$ cat src/rtl/data_memory_arbiter.sv
// rtl/data_memory_arbiter.sv - two-port round-robin arbiter in front of the data-memory controller
module data_memory_arbiter #(
  parameter int DATA_WIDTH      = 32,
  parameter int DATA_ADDR_WIDTH = 32,
  parameter int TIMEOUT_CYCLES  = 255
) (
  input  logic                       clk,
  input  logic                       rst_n,
  input  logic                       m0_rd_en,
  input  logic                       m0_wr_en,
  input  logic [DATA_ADDR_WIDTH-1:0] m0_addr,
  input  logic [DATA_WIDTH-1:0]      m0_data_wr,
  output logic [DATA_WIDTH-1:0]      m0_data_rd,
  output logic                       m0_ready,
  output logic                       m0_err,
  input  logic                       m1_rd_en,
  input  logic                       m1_wr_en,
  input  logic [DATA_ADDR_WIDTH-1:0] m1_addr,
  input  logic [DATA_WIDTH-1:0]      m1_data_wr,
  output logic [DATA_WIDTH-1:0]      m1_data_rd,
  output logic                       m1_ready,
  output logic                       m1_err,
  output logic                       mem_rd_en,
  output logic                       mem_wr_en,
  output logic [DATA_ADDR_WIDTH-1:0] mem_addr,
  output logic [DATA_WIDTH-1:0]      mem_data_wr,
  input  logic [DATA_WIDTH-1:0]      mem_data_rd,
  input  logic                       mem_ack
);

  typedef enum logic [1:0] {
    S_IDLE = 2'd0,
    S_BUSY = 2'd1,
    S_RESP = 2'd2
  } state_t;

  // Watchdog compare is done one bit wider so TIMEOUT_CYCLES = 255 is reachable by cnt+1.
  localparam logic [8:0] LP_TIMEOUT = 9'(TIMEOUT_CYCLES);
  localparam bit         LP_WD_EN   = (TIMEOUT_CYCLES != 0);

  state_t                     r_state;
  state_t                     w_state_next;
  logic                       r_last_grant;
  logic                       r_grant;
  logic                       r_op_wr;
  logic [DATA_ADDR_WIDTH-1:0] r_addr;
  logic [DATA_WIDTH-1:0]      r_data_wr;
  logic [DATA_WIDTH-1:0]      r_rdata;
  logic                       r_err;
  logic [7:0]                 r_cnt;

  logic                       w_req0;
  logic                       w_req1;
  logic                       w_grant_port;
  logic [8:0]                 w_cnt_inc;
  logic                       w_timeout;
  logic                       w_busy;
  logic                       w_resp;

  assign w_req0    = m0_rd_en | m0_wr_en;
  assign w_req1    = m1_rd_en | m1_wr_en;
  assign w_cnt_inc = {1'b0, r_cnt} + 9'd1;
  // Fires on the last allowed BUSY cycle so the enables stay up exactly TIMEOUT_CYCLES cycles.
  assign w_timeout = LP_WD_EN && (w_cnt_inc == LP_TIMEOUT);
  assign w_busy    = (r_state == S_BUSY);
  assign w_resp    = (r_state == S_RESP);

  // Pick the requester: a lone requester wins, a tie goes opposite the last grant.
  always_comb begin
    w_grant_port = 1'b0;
    if (w_req0 && w_req1) begin
      w_grant_port = ~r_last_grant;
    end else if (w_req1) begin
      w_grant_port = 1'b1;
    end
  end

  // State register.
  always_ff @(posedge clk or negedge rst_n) begin
    if (!rst_n) begin
      r_state <= S_IDLE;
    end else begin
      r_state <= w_state_next;
    end
  end

  // Next-state logic; ack takes priority over the watchdog.
  always_comb begin
    w_state_next = r_state;
    case (r_state)
      S_IDLE: if (w_req0 || w_req1) w_state_next = S_BUSY;
      S_BUSY: if (mem_ack || w_timeout) w_state_next = S_RESP;
      S_RESP: w_state_next = S_IDLE;
      default: w_state_next = S_IDLE;
    endcase
  end

  // Request latch, watchdog counter and completion capture.
  always_ff @(posedge clk or negedge rst_n) begin
    if (!rst_n) begin
      r_last_grant <= 1'b1;
      r_grant      <= 1'b0;
      r_op_wr      <= 1'b0;
      r_addr       <= '0;
      r_data_wr    <= '0;
      r_rdata      <= '0;
      r_err        <= 1'b0;
      r_cnt        <= '0;
    end else begin
      if (r_state == S_IDLE && (w_req0 || w_req1)) begin
        r_grant      <= w_grant_port;
        r_last_grant <= w_grant_port;
        r_op_wr      <= w_grant_port ? m1_wr_en : m0_wr_en;
        r_addr       <= w_grant_port ? m1_addr : m0_addr;
        r_data_wr    <= w_grant_port ? m1_data_wr : m0_data_wr;
        r_cnt        <= '0;
      end else if (w_busy) begin
        if (mem_ack) begin
          r_rdata <= r_op_wr ? '0 : mem_data_rd;
          r_err   <= 1'b0;
        end else if (w_timeout) begin
          r_rdata <= '0;
          r_err   <= 1'b1;
        end else begin
          r_cnt <= r_cnt + 8'd1;
        end
      end
    end
  end

  assign mem_rd_en   = w_busy & ~r_op_wr;
  assign mem_wr_en   = w_busy & r_op_wr;
  assign mem_addr    = r_addr;
  assign mem_data_wr = r_data_wr;

  assign m0_ready   = w_resp & ~r_grant;
  assign m1_ready   = w_resp & r_grant;
  assign m0_data_rd = {DATA_WIDTH{m0_ready}} & r_rdata;
  assign m1_data_rd = {DATA_WIDTH{m1_ready}} & r_rdata;
  assign m0_err     = m0_ready & r_err;
  assign m1_err     = m1_ready & r_err;

endmodule
$ cat config.mk
export PLATFORM = sky130hd
export DESIGN_NAME = data_memory_arbiter
export DESIGN_NICKNAME = d
export VERILOG_FILES = /design/src/rtl/data_memory_arbiter.sv
export SDC_FILE = /design/constraint.sdc
export NUM_CORES = 1
export LEC_CHECK = 0
export BUFFER_PORTS_ARGS = -buffer_cell sky130_fd_sc_hd__buf_2
export CAP_MARGIN = 20
export CORE_MARGIN = 10
export CORE_UTILIZATION = 47
export CTS_BUF_LIST = sky130_fd_sc_hd__clkbuf_8
export DETAILED_ROUTE_END_ITERATION = 8
export GPL_ROUTABILITY_DRIVEN = 0
export GPL_TIMING_DRIVEN = 1
export PLACE_DENSITY_LB_ADDON = 0.15
export SLEW_MARGIN = 20
export SYNTH_ARGS = -nofsm -noshare
export SYNTH_HDL_FRONTEND = slang
export SYNTH_SLANG_ARGS = --single-unit
$ cat constraint.sdc
create_clock -name clk -period 2.67 [get_ports clk]
set_input_delay 0.267 -clock clk [delete_from_list [all_inputs] [get_ports clk]]
set_output_delay 0.267 -clock clk [all_outputs]
set_load 0.05 [all_outputs]
Word level (Yosys, flattened, before mapping). Cells that the tools add are included.

Memory bits (read-only): 0. Memories: 0. Flip-flop bits (word level): 110. Output and inout port bits: 134. Latch bits: 0. RAM bits: 0.

Shift-type cells: 0. Order comparisons: 0. Equal/unequal tests: 7. $add $sub $neg: 2. Multiplexer cells: 17. Bitwise operators: 14. Reduce and logical (&&, ||, !) cells: 10. Div/mod/pow operators: 0. Multipliers: 0.

Operators with widths (count): $mux W32 (5); $and A32 B32 Y32 (2); $mux W8 (4); $add A8 B1 Y9 const B (1); $eq A9 B8 Y1 const B (1); $add A8 B1 Y8 const B (1); $and A1 B1 Y1 (6); $ne A2 B1 Y1 const B (3); $reduce_and A3 Y1 (2); $mux W1 (5); $mux W2 (2); $not A1 Y1 (4); $pmux W2 S2 (1); $reduce_bool A2 Y1 (2); $eq A2 B1 Y1 const B (1); $eq A2 B2 Y1 const B (1); $logic_and A1 B1 Y1 (2); $logic_not A2 Y1 (1); $logic_or A1 B1 Y1 (2); $ne A2 B2 Y1 const B (1); $or A1 B1 Y1 (2); $reduce_and A2 Y1 (1).

Depth between registers and ports, before layout. Gate-level depths: netlist (run 1).

Depth in word-level cells: 6. Mapped depth: 9. Gate-level depth less buffers: 8.

Worst setup path after synthesis (run 1). No wires, ideal clock.

Path type: reg-to-output. Start point: reg r_state[0]. End point: out m0_data_rd[22]. Arrival: 1938 ps. Required time: 2403 ps. Setup slack: 465 ps. Cell stages (with the launch flop): 4. Path through: dfrtp_1 > nor3b_1 > clkbuf_1 > and2_1.

Cells in the longest elaborated chain, start to end: 3.

Ends and longest elaborated chain: start: declaration (line 41) `state_t r_state;`; start signal: assignment (line 83) `r_state <= w_state_next;`; $eq A2 B2 Y1 (line 66) `assign w_resp = (r_state == S_RESP);`; $and A1 B1 Y1 (line 136) `assign m0_ready = w_resp & ~r_grant;`; via m0_ready (line 14) `output logic m0_ready,`; $and A32 B32 Y32 (line 138) `assign m0_data_rd = {DATA_WIDTH{m0_ready}} & r_rdata;`; end: declaration (line 13) `output logic [DATA_WIDTH-1:0] m0_data_rd,`.

The timed path passes the listed nets, and every way through them passes these cells.

Worst setup path in the final report (run 1).
Start point: reg r_cnt[0]. End point: reg r_cnt[2].

Cells in the longest elaborated chain, start to end: 5. Elaborated cells between the ends (all ways): 9. Classes of those cells: add/sub (2); eq/ne (2); mux (4); reduce/logical (1).

Ends and longest elaborated chain: start: declaration (line 50) `logic [7:0] r_cnt;`; start signal: assignment (line 125) `r_cnt <= r_cnt + 8'd1;`; branches (longest 5 deep; another with $add A8 B1 Y9).

Several ways; the timed one is not identified. The select of a mux whose other input is x is not followed. A chain may end at the register's enable or synchronous reset.

==> results of run 1 <==
## worst max-delay path by stage
stage,startpoint,to,slack (ns),cells after the start
floorplan,r_state[0]$_DFFE_PN0P_,m0_data_rd[22],0.47,3
global placement,r_cnt[1]$_DFFE_PN0P_,r_cnt[7]$_DFFE_PN0P_,0.65,8
detailed placement,r_cnt[1]$_DFFE_PN0P_,r_cnt[2]$_DFFE_PN0P_,0.53,8
CTS,r_cnt[1]$_DFFE_PN0P_,r_cnt[2]$_DFFE_PN0P_,0.50,8
global route,r_cnt[1]$_DFFE_PN0P_,r_cnt[5]$_DFFE_PN0P_,0.35,8
finish,r_cnt[0]$_DFFE_PN0P_,r_cnt[2]$_DFFE_PN0P_,0.51,8
## kinds of logic (layout without fill, tap and decap cells)
kind of cell / count (synthesis) / after routing
flops: 110 / 110
simple gates: 229 / 229
buf+inv: 55 / 336
fa+ha+maj: 2 / 2
compound gates: 126 / 126
mux: 67 / 67
## registers in the layout, summed over array words and instances (netlist names)
signal and flops:
r_grant 1, r_rdata 32, r_op_wr 1, r_last_grant 1, mem_addr 32, r_state 2, r_err 1, mem_data_wr 32
r_cnt 8
## per-stage QoR
stage                     instance area, sq um  total power, mW
after floorplan                           5610             6.53
after global placement                    7260             7.80
after detailed placement                  7260             7.95
after CTS                                 7460             9.00
after global routing                      7460             9.49
final                                     7460             8.92
## power by group through the flow
stage,clock network (mW),registers (mW),logic [mW]
finish,1.06,2.85,5.01
global route,1.16,2.95,5.37
CTS,1.08,2.85,5.07
detailed placement,0,2.87,5.08
global placement,0,2.82,4.98
floorplan,0,4.44,2.09
## area by class of cell
class | count | area [sq um]
fillers | 1002 | 4100
flip-flops and latches | 110 | 2750
repair buffers | 314 | 1650
multi-input cells | 424 | 2650
clock buffers | 11 | 151
inverters | 7 | 26.3
well taps | 143 | 179
clock inverters | 4 | 55.1
## per-layer routing
metal  track usage  vias up  wire (microns)
met2         0.374      249            9440
met1         0.243     2430            7100
li1              -     2572               -
met5             0        -               0
met3        0.0759       14            1840
met4        0.0542        0             197
## placed cells by master (no fill, tap or decap), drive strengths merged, types with 3 or more instances in the layout
cell type  netlist  layout
a21oi            5       5
and2            69      69
buf             18     314
clkbuf          30      11
dfrtp          109     109
inv              7       8
mux2i           67      67
nand2          103     103
nand3            5       5
nand4            3       3
nand4b          32      32
nor2             6       6
o21ai          110     110
## critical path: stages, from the launching register on
cell      delay, ns
dfrtp_1        0.45
ha_1           0.31
and3_1         0.24
nand3_1        0.10
o311ai_2       0.13
a211oi_1       0.22
buf_4          0.23
mux2i_1        0.22
a22o_1         0.19
==> metrics.md, run 1 <==
| Metric | Value |
|---|---|
| Status | complete, but fails checks |
| Failing checks | hold timing |
| CTS tree | yes |
| Pwr Density | 1200 nW/um^2 |
| Worst reg2reg startpoint | r_cnt[0]$_DFFE_PN0P_ |
| Pin count of the biggest net entering global routing | 88 |
| Yosys reg bits | 110 |
| Root buf cell | clkbuf_8 |
| Nets | 1,035 |
| Pre-CTS WS | 0.526 ns |
| Post-synth EDFFs | 0 |
| P_sw | 4.69 mW |
| Die Area | 16,700 sq um |
| Vias in the first global route | 5,381 |
| Drt wl/cell | 18.3 microns |
| Cells after Synth | 589 |
| Cell with the most instances after synthesis | dfrtp_1 |
| Grt total ovfl | 0 |
| Drc violations | 0 |
| Register share of total power | 0.319 |
| Hpwl dp | 14.8 mm |
| Clock transition at path regs | 0.11 ns |
| Final period utilization | 0.808 |
| Initial DRC Count | 326 |
| Drt total wl | 18.6 mm |
| Fin Hold WS | -0.0486 ns |
| Max Root-Sink Buffers | 2 |
| Leakage | 4.09 nW |
| Initial core utilization | 0.485 |
| Largest area contributor in the netlist | dfrtp_1 |
| Yosys top cell area share | 0.486 |
| Worst slew margin | 0.260 |
| Synthesized net count | 758 |
| Mapped Avg Cell Area | 9.53 sq um |
| Ys async rst share | 1.00 |
| Setup Skew | 0.0150 ns |
| RSZ-0062 raised after global routing | no |
| Ant diodes | 0 |
| Power share of the combinational group | 0.562 |
| CP startpoint kind | flip-flop |
| Worst Path Required | 2.97 ns |
| Synthesized area | 5610 sq um |
| First-pass iteration count of the detailed router | 5 |
| Share of cells above drive strength 1 | 0.390 |
| Combinational family with the most area after synthesis | simple AND/OR/NAND/NOR gates |
| Adder-Cell Fraction of Synth Area | 0.00446 |
| Simple-gate share of the synthesized area | 0.221 |
| DRT antenna net count | 0 |
| Max-cap check violation count | 0 |
| XOR/XNOR share of the synthesized area | 0 |
| First-pass GRT wire length | 28.6 mm |
| Multiplexer share of the synthesized area | 0.120 |
| FP Rows | 39 |
| VDD IR max | 0.748 mV |
| Tot GR Track Use | 0.213 |
| Initial antenna violation count | 0 |
| Num CTS Buffers | 9 |
| Clock sinks | 110 |
| Seq/Total Area, Yosys | 0.491 |
| Min cycle time layout | 2.16 ns |
| Clock power share | 0.119 |
| Actual slew at the worst max-slew pin | 1.11 ns |
| Setup slack after layout | 0.512 ns |
| Internal | 4.23 mW |
| Final cell count without fillers | 1,013 |
| Vias | 5,265 |
| Min-delay worst type | in2async |
| Area Growth Syn to Fin | 33.0% |
| Count of cells resized by post-cts repair | 0 |
| Post-CTS setup buffers | 0 |
| Prevailing post-synth register cell | dfrtp_1 |
| Top cells by count, synth | dfrtp_1 (109), nand2_1 (103), o21ai_1 (97), and2_1 (69), mux2i_1 (67) |
| Ports | 301 |
| Max Freq | 0.463 GHz |
| Number of I/O port buffers | 300 |
| Core area | 11,600 sq um |
| Die W | 129 microns |
| FF-to-FF End | r_cnt[2]$_DFFE_PN0P_ |
| Reg2reg setup slack | 0.51 ns |
| Net Sw Frac | 0.526 |
| Max FO, Critical Path | 11 |
| Main area contributors after synthesis | dfrtp_1 (49%), mux2i_1 (12%), o21ai_1 (8.7%) |
| Setup crit end kind | flip-flop |
| H-tree Lvls | 3 |
| Synth warnings | 0 |
| Type of the worst setup path | reg2reg |
| Vert. Die Dim | 129 microns |
| Worst r2r path cells | 8 |
| Final hold vios | 18 |
| Final Max Tran Viols | 0 |
| Setup TNS Final | 0 ns |
| Synth Area in Compound Gates | 0.123 |
| Post-Place Cells | 998 |
| Final setup viols | 0 |
| Clk_lat worst skew | 0.38 ns |
| Distinct cell type count after synthesis | 38 |
| Util after Layout | 0.645 |
| Vias per cell | 5.20 |
| CTS hold repair buffers | 0 |
| Critical path arrival | 2.46 ns |
Note: power is estimated with default switching activity, not from simulation.
==> inputs of run 2 (changes only) <==
ABC_AREA = 1   (was default)
CORE_UTILIZATION = 46   (was 47)
clock period = 2 ns   (was 2.67 ns; I/O delays follow)
==> metrics.md, run 2 <==
| Metric | Value |
|---|---|
| Status | complete, no violations |
| Internal | 5.76 mW (+36%) |
| Post-Place Cells | 1,118 (+12%) |
| Die Area | 16,600 sq um (-0.90%) |
| Fin Hold WS | 0.0500 ns (+0.0986 ns) |
| Pin count of the biggest net entering global routing | 76 (-14%) |
| Initial antenna violation count | 5 (+5) |
| Max Root-Sink Buffers | 2 (unchanged) |
| Num CTS Buffers | 9 (unchanged) |
| Worst Path Required | 1.80 ns (-1.17 ns) |
| Post-CTS setup buffers | 0 (unchanged) |
| H-tree Lvls | 3 (unchanged) |
| Most common cell after layout, fill and taps aside | buf_2 |
| Final hold vios | 0 (-18) |
| Actual slew at the worst max-slew pin | 0.551 ns (-0.554 ns) |
| Initial DRC Count | 454 (+39%) |
| CTS tree | yes |
| Yosys reg bits | 110 (unchanged) |
| Vias per cell | 5.01 (-3.7%) |
| Nets | 1,156 (+12%) |
| Cells after Synth | 710 (+21%) |
| P_sw | 7.00 mW (+49%) |
| First-pass iteration count of the detailed router | 4 (-1) |
| Top cells by count, synth | nand2_1 (155), nor2_1 (137), a21oi_1 (129), dfrtp_1 (109), inv_1 (52) |
| Register share of total power | 0.304 (-0.015) |
| Ports | 301 (unchanged) |
| Post-layout instance area | 7600 sq um (+1.8%) |
| Synthesized area | 5430 sq um (-3.2%) |
| Final cell count without fillers | 1,137 (+12%) |
| Cell with the most instances after synthesis | nand2_1 |
| Util after Layout | 0.660 (+0.0146) |
| Post-synth EDFFs | 0 (unchanged) |
| Largest area contributor in the netlist | dfrtp_1 |
| Main area contributors after synthesis | dfrtp_1 (50%), a21oi_1 (12%), nand2_1 (11%) |
| CP startpoint kind | flip-flop |
| Worst slew margin | 0.633 (+0.372) |
| DRT antenna net count | 0 (unchanged) |
| Ys async rst share | 1.00 (unchanged) |
| Clock sinks | 110 (unchanged) |
| Clock power share | 0.108 (-0.011) |
| Area Growth Syn to Fin | 39.9% |
| Type of the worst setup path | reg2out |
| Final Max Tran Viols | 0 (unchanged) |
| Clock transition at path regs | 0.11 ns (about the same) |
| Vias | 5,691 (+8.1%) |
| Clk_lat worst skew | 0.38 ns (about the same) |
| Leakage | 3.96 nW (-3.3%) |
| Setup slack after layout | 0.0718 ns (-0.440 ns) |
| First-pass GRT wire length | 29.6 mm (+3.3%) |
| Max-cap check violation count | 0 (unchanged) |
| Die W | 129 microns (-0.45%) |
| Root buf cell | clkbuf_8 |
| Critical path arrival | 1.73 ns (-0.73 ns) |
| Distinct cell type count after synthesis | 29 (-24%) |
| Drt total wl | 19.4 mm (+4.5%) |
| Tot GR Track Use | 0.222 (+0.00830) |
| Prevailing post-synth register cell | dfrtp_1 |
| Most frequent cells in the layout | buf_2 (258), nand2_1 (154), a21oi_1 (129), dfrtp_1 (108), nor2_1 (77) |
| Hpwl dp | 14.7 mm (-0.62%) |
| Min-delay worst type | in2reg |
| Share of cells above drive strength 1 | 0.414 (+0.0247) |
| Drt wl/cell | 17.1 microns (-6.9%) |
| Placed cell areas | 7260 sq um (about the same) |
| Setup crit end kind | primary output |
| Net Sw Frac | 0.549 (+0.0223) |
| VDD IR max | 0.954 mV (+28%) |
| Final period utilization | 0.964 |
| Setup Skew | 0.0148 ns (-0.000200 ns) |
| Synthesized net count | 879 (+16%) |
| Vias in the first global route | 5,592 (+3.9%) |
| Grt total ovfl | 0 (unchanged) |
| Drc violations | 0 (unchanged) |
| Pwr Density | 1680 nW/um^2 (+40%) |
| Mapped Avg Cell Area | 7.65 sq um (-20%) |
| FP Rows | 39 (unchanged) |
| Number of I/O port buffers | 300 (unchanged) |
| Pre-CTS WS | 0.171 ns (-0.355 ns) |
| Min cycle time layout | 1.93 ns |
| Initial core utilization | 0.472 (-0.0134) |
| Max Freq | 0.519 GHz |
| Vert. Die Dim | 129 microns (-0.45%) |
| Power share of the combinational group | 0.588 (+0.026) |
| Yosys top cell area share | 0.502 (+0.0159) |
| Final setup viols | 0 (unchanged) |
| Seq/Total Area, Yosys | 0.507 (+0.0160) |
| Synth warnings | 0 (unchanged) |
| Max FO, Critical Path | 33 (+22) |
| Core area | 11,500 sq um (-0.42%) |
run 2: power groups by stage:
stage          logic (mW)  registers, mW  clock network [mW]
2_1_floorplan        3.22           6.14                   0
3_3_place_gp         7.44           3.90                   0
3_5_place_dp         7.50           3.89                   0
4_1_cts              7.54           3.87                1.41
5_1_grt              8.08           4.00                1.51
6_report             7.50           3.87                1.38
run 2: area by class of cell:
cell class              instances  area (sq um)
inverters                      54           203
fillers                      1079          3920
clock buffers                  11           151
well taps                     143           179
repair buffers                317          1820
flip-flops and latches        110          2760
multi-input cells             495          2440
diodes                          2          5.00
clock inverters                 5          50.0
run 2: kinds of logic after synthesis:
family                     after synthesis  share of synthesized area
DFF                                    110                      0.507
adders and majority gates                2                    0.00460
buffers and inverters                  105                     0.0810
xor gates and xnor gates                 2                    0.00461
and+or+nand+nor                        357                      0.278
AOI/OAI and AO/OA                      134                      0.125
run 2: timing repair:
action | CTS | global route
hold buffers | 1 | 0
gates resized for setup | 35 | 10
hold endpoints to repair | 37 | 0
setup endpoints to repair | 66 | 60
run 2: layer usage:
metal,part of all wire,global-route usage,vias up
li1,-,-,2834
met1,0.38,0.254,2597
met2,0.48,0.367,232
met3,0.12,0.0961,24
met4,0.018,0.0702,4
met5,0.0014,0,-
run 2: metrics by stage:
stage | setup TNS [ns] | total power [mW]
after floorplan | -7.20 | 9.35
after CTS | 0 | 12.8
after global placement | 0 | 11.3
after detailed placement | 0 | 11.4
final | 0 | 12.8
after global routing | -0.00545 | 13.6
run 2: worst max-delay path, stage by stage (launching register included):
cell	delay, ns
dfrtp_2	0.46
nor3_4	0.20
inv_1	0.07
buf_6	0.21
nor2_2	0.12
buf_2	0.27
run 2: path summary, 6_finish.rpt:
path / from / end / slack (ns) / depth (start not counted)
worst max-delay path: r_state[0]$_DFFE_PN0P_ / m1_data_rd[16] / 0.07 / 5
worst min-delay path: m1_data_wr[8] / mem_data_wr[8]$_DFFE_PN0P_ / 0.05 / 3
worst max register to register: r_cnt[1]$_DFFE_PN0P_ / r_rdata[11]$_DFFE_PN0P_ / 0.22 / 10
worst min register to register: r_rdata[31]$_DFFE_PN0P_ / r_rdata[31]$_DFFE_PN0P_ / 0.48 / 2
max in group asynchronous: rst_n / r_last_grant$_DFFE_PN1P_ / 1.01 / 3
min in group asynchronous: rst_n / mem_addr[15]$_DFFE_PN0P_ / 0.35 / 2
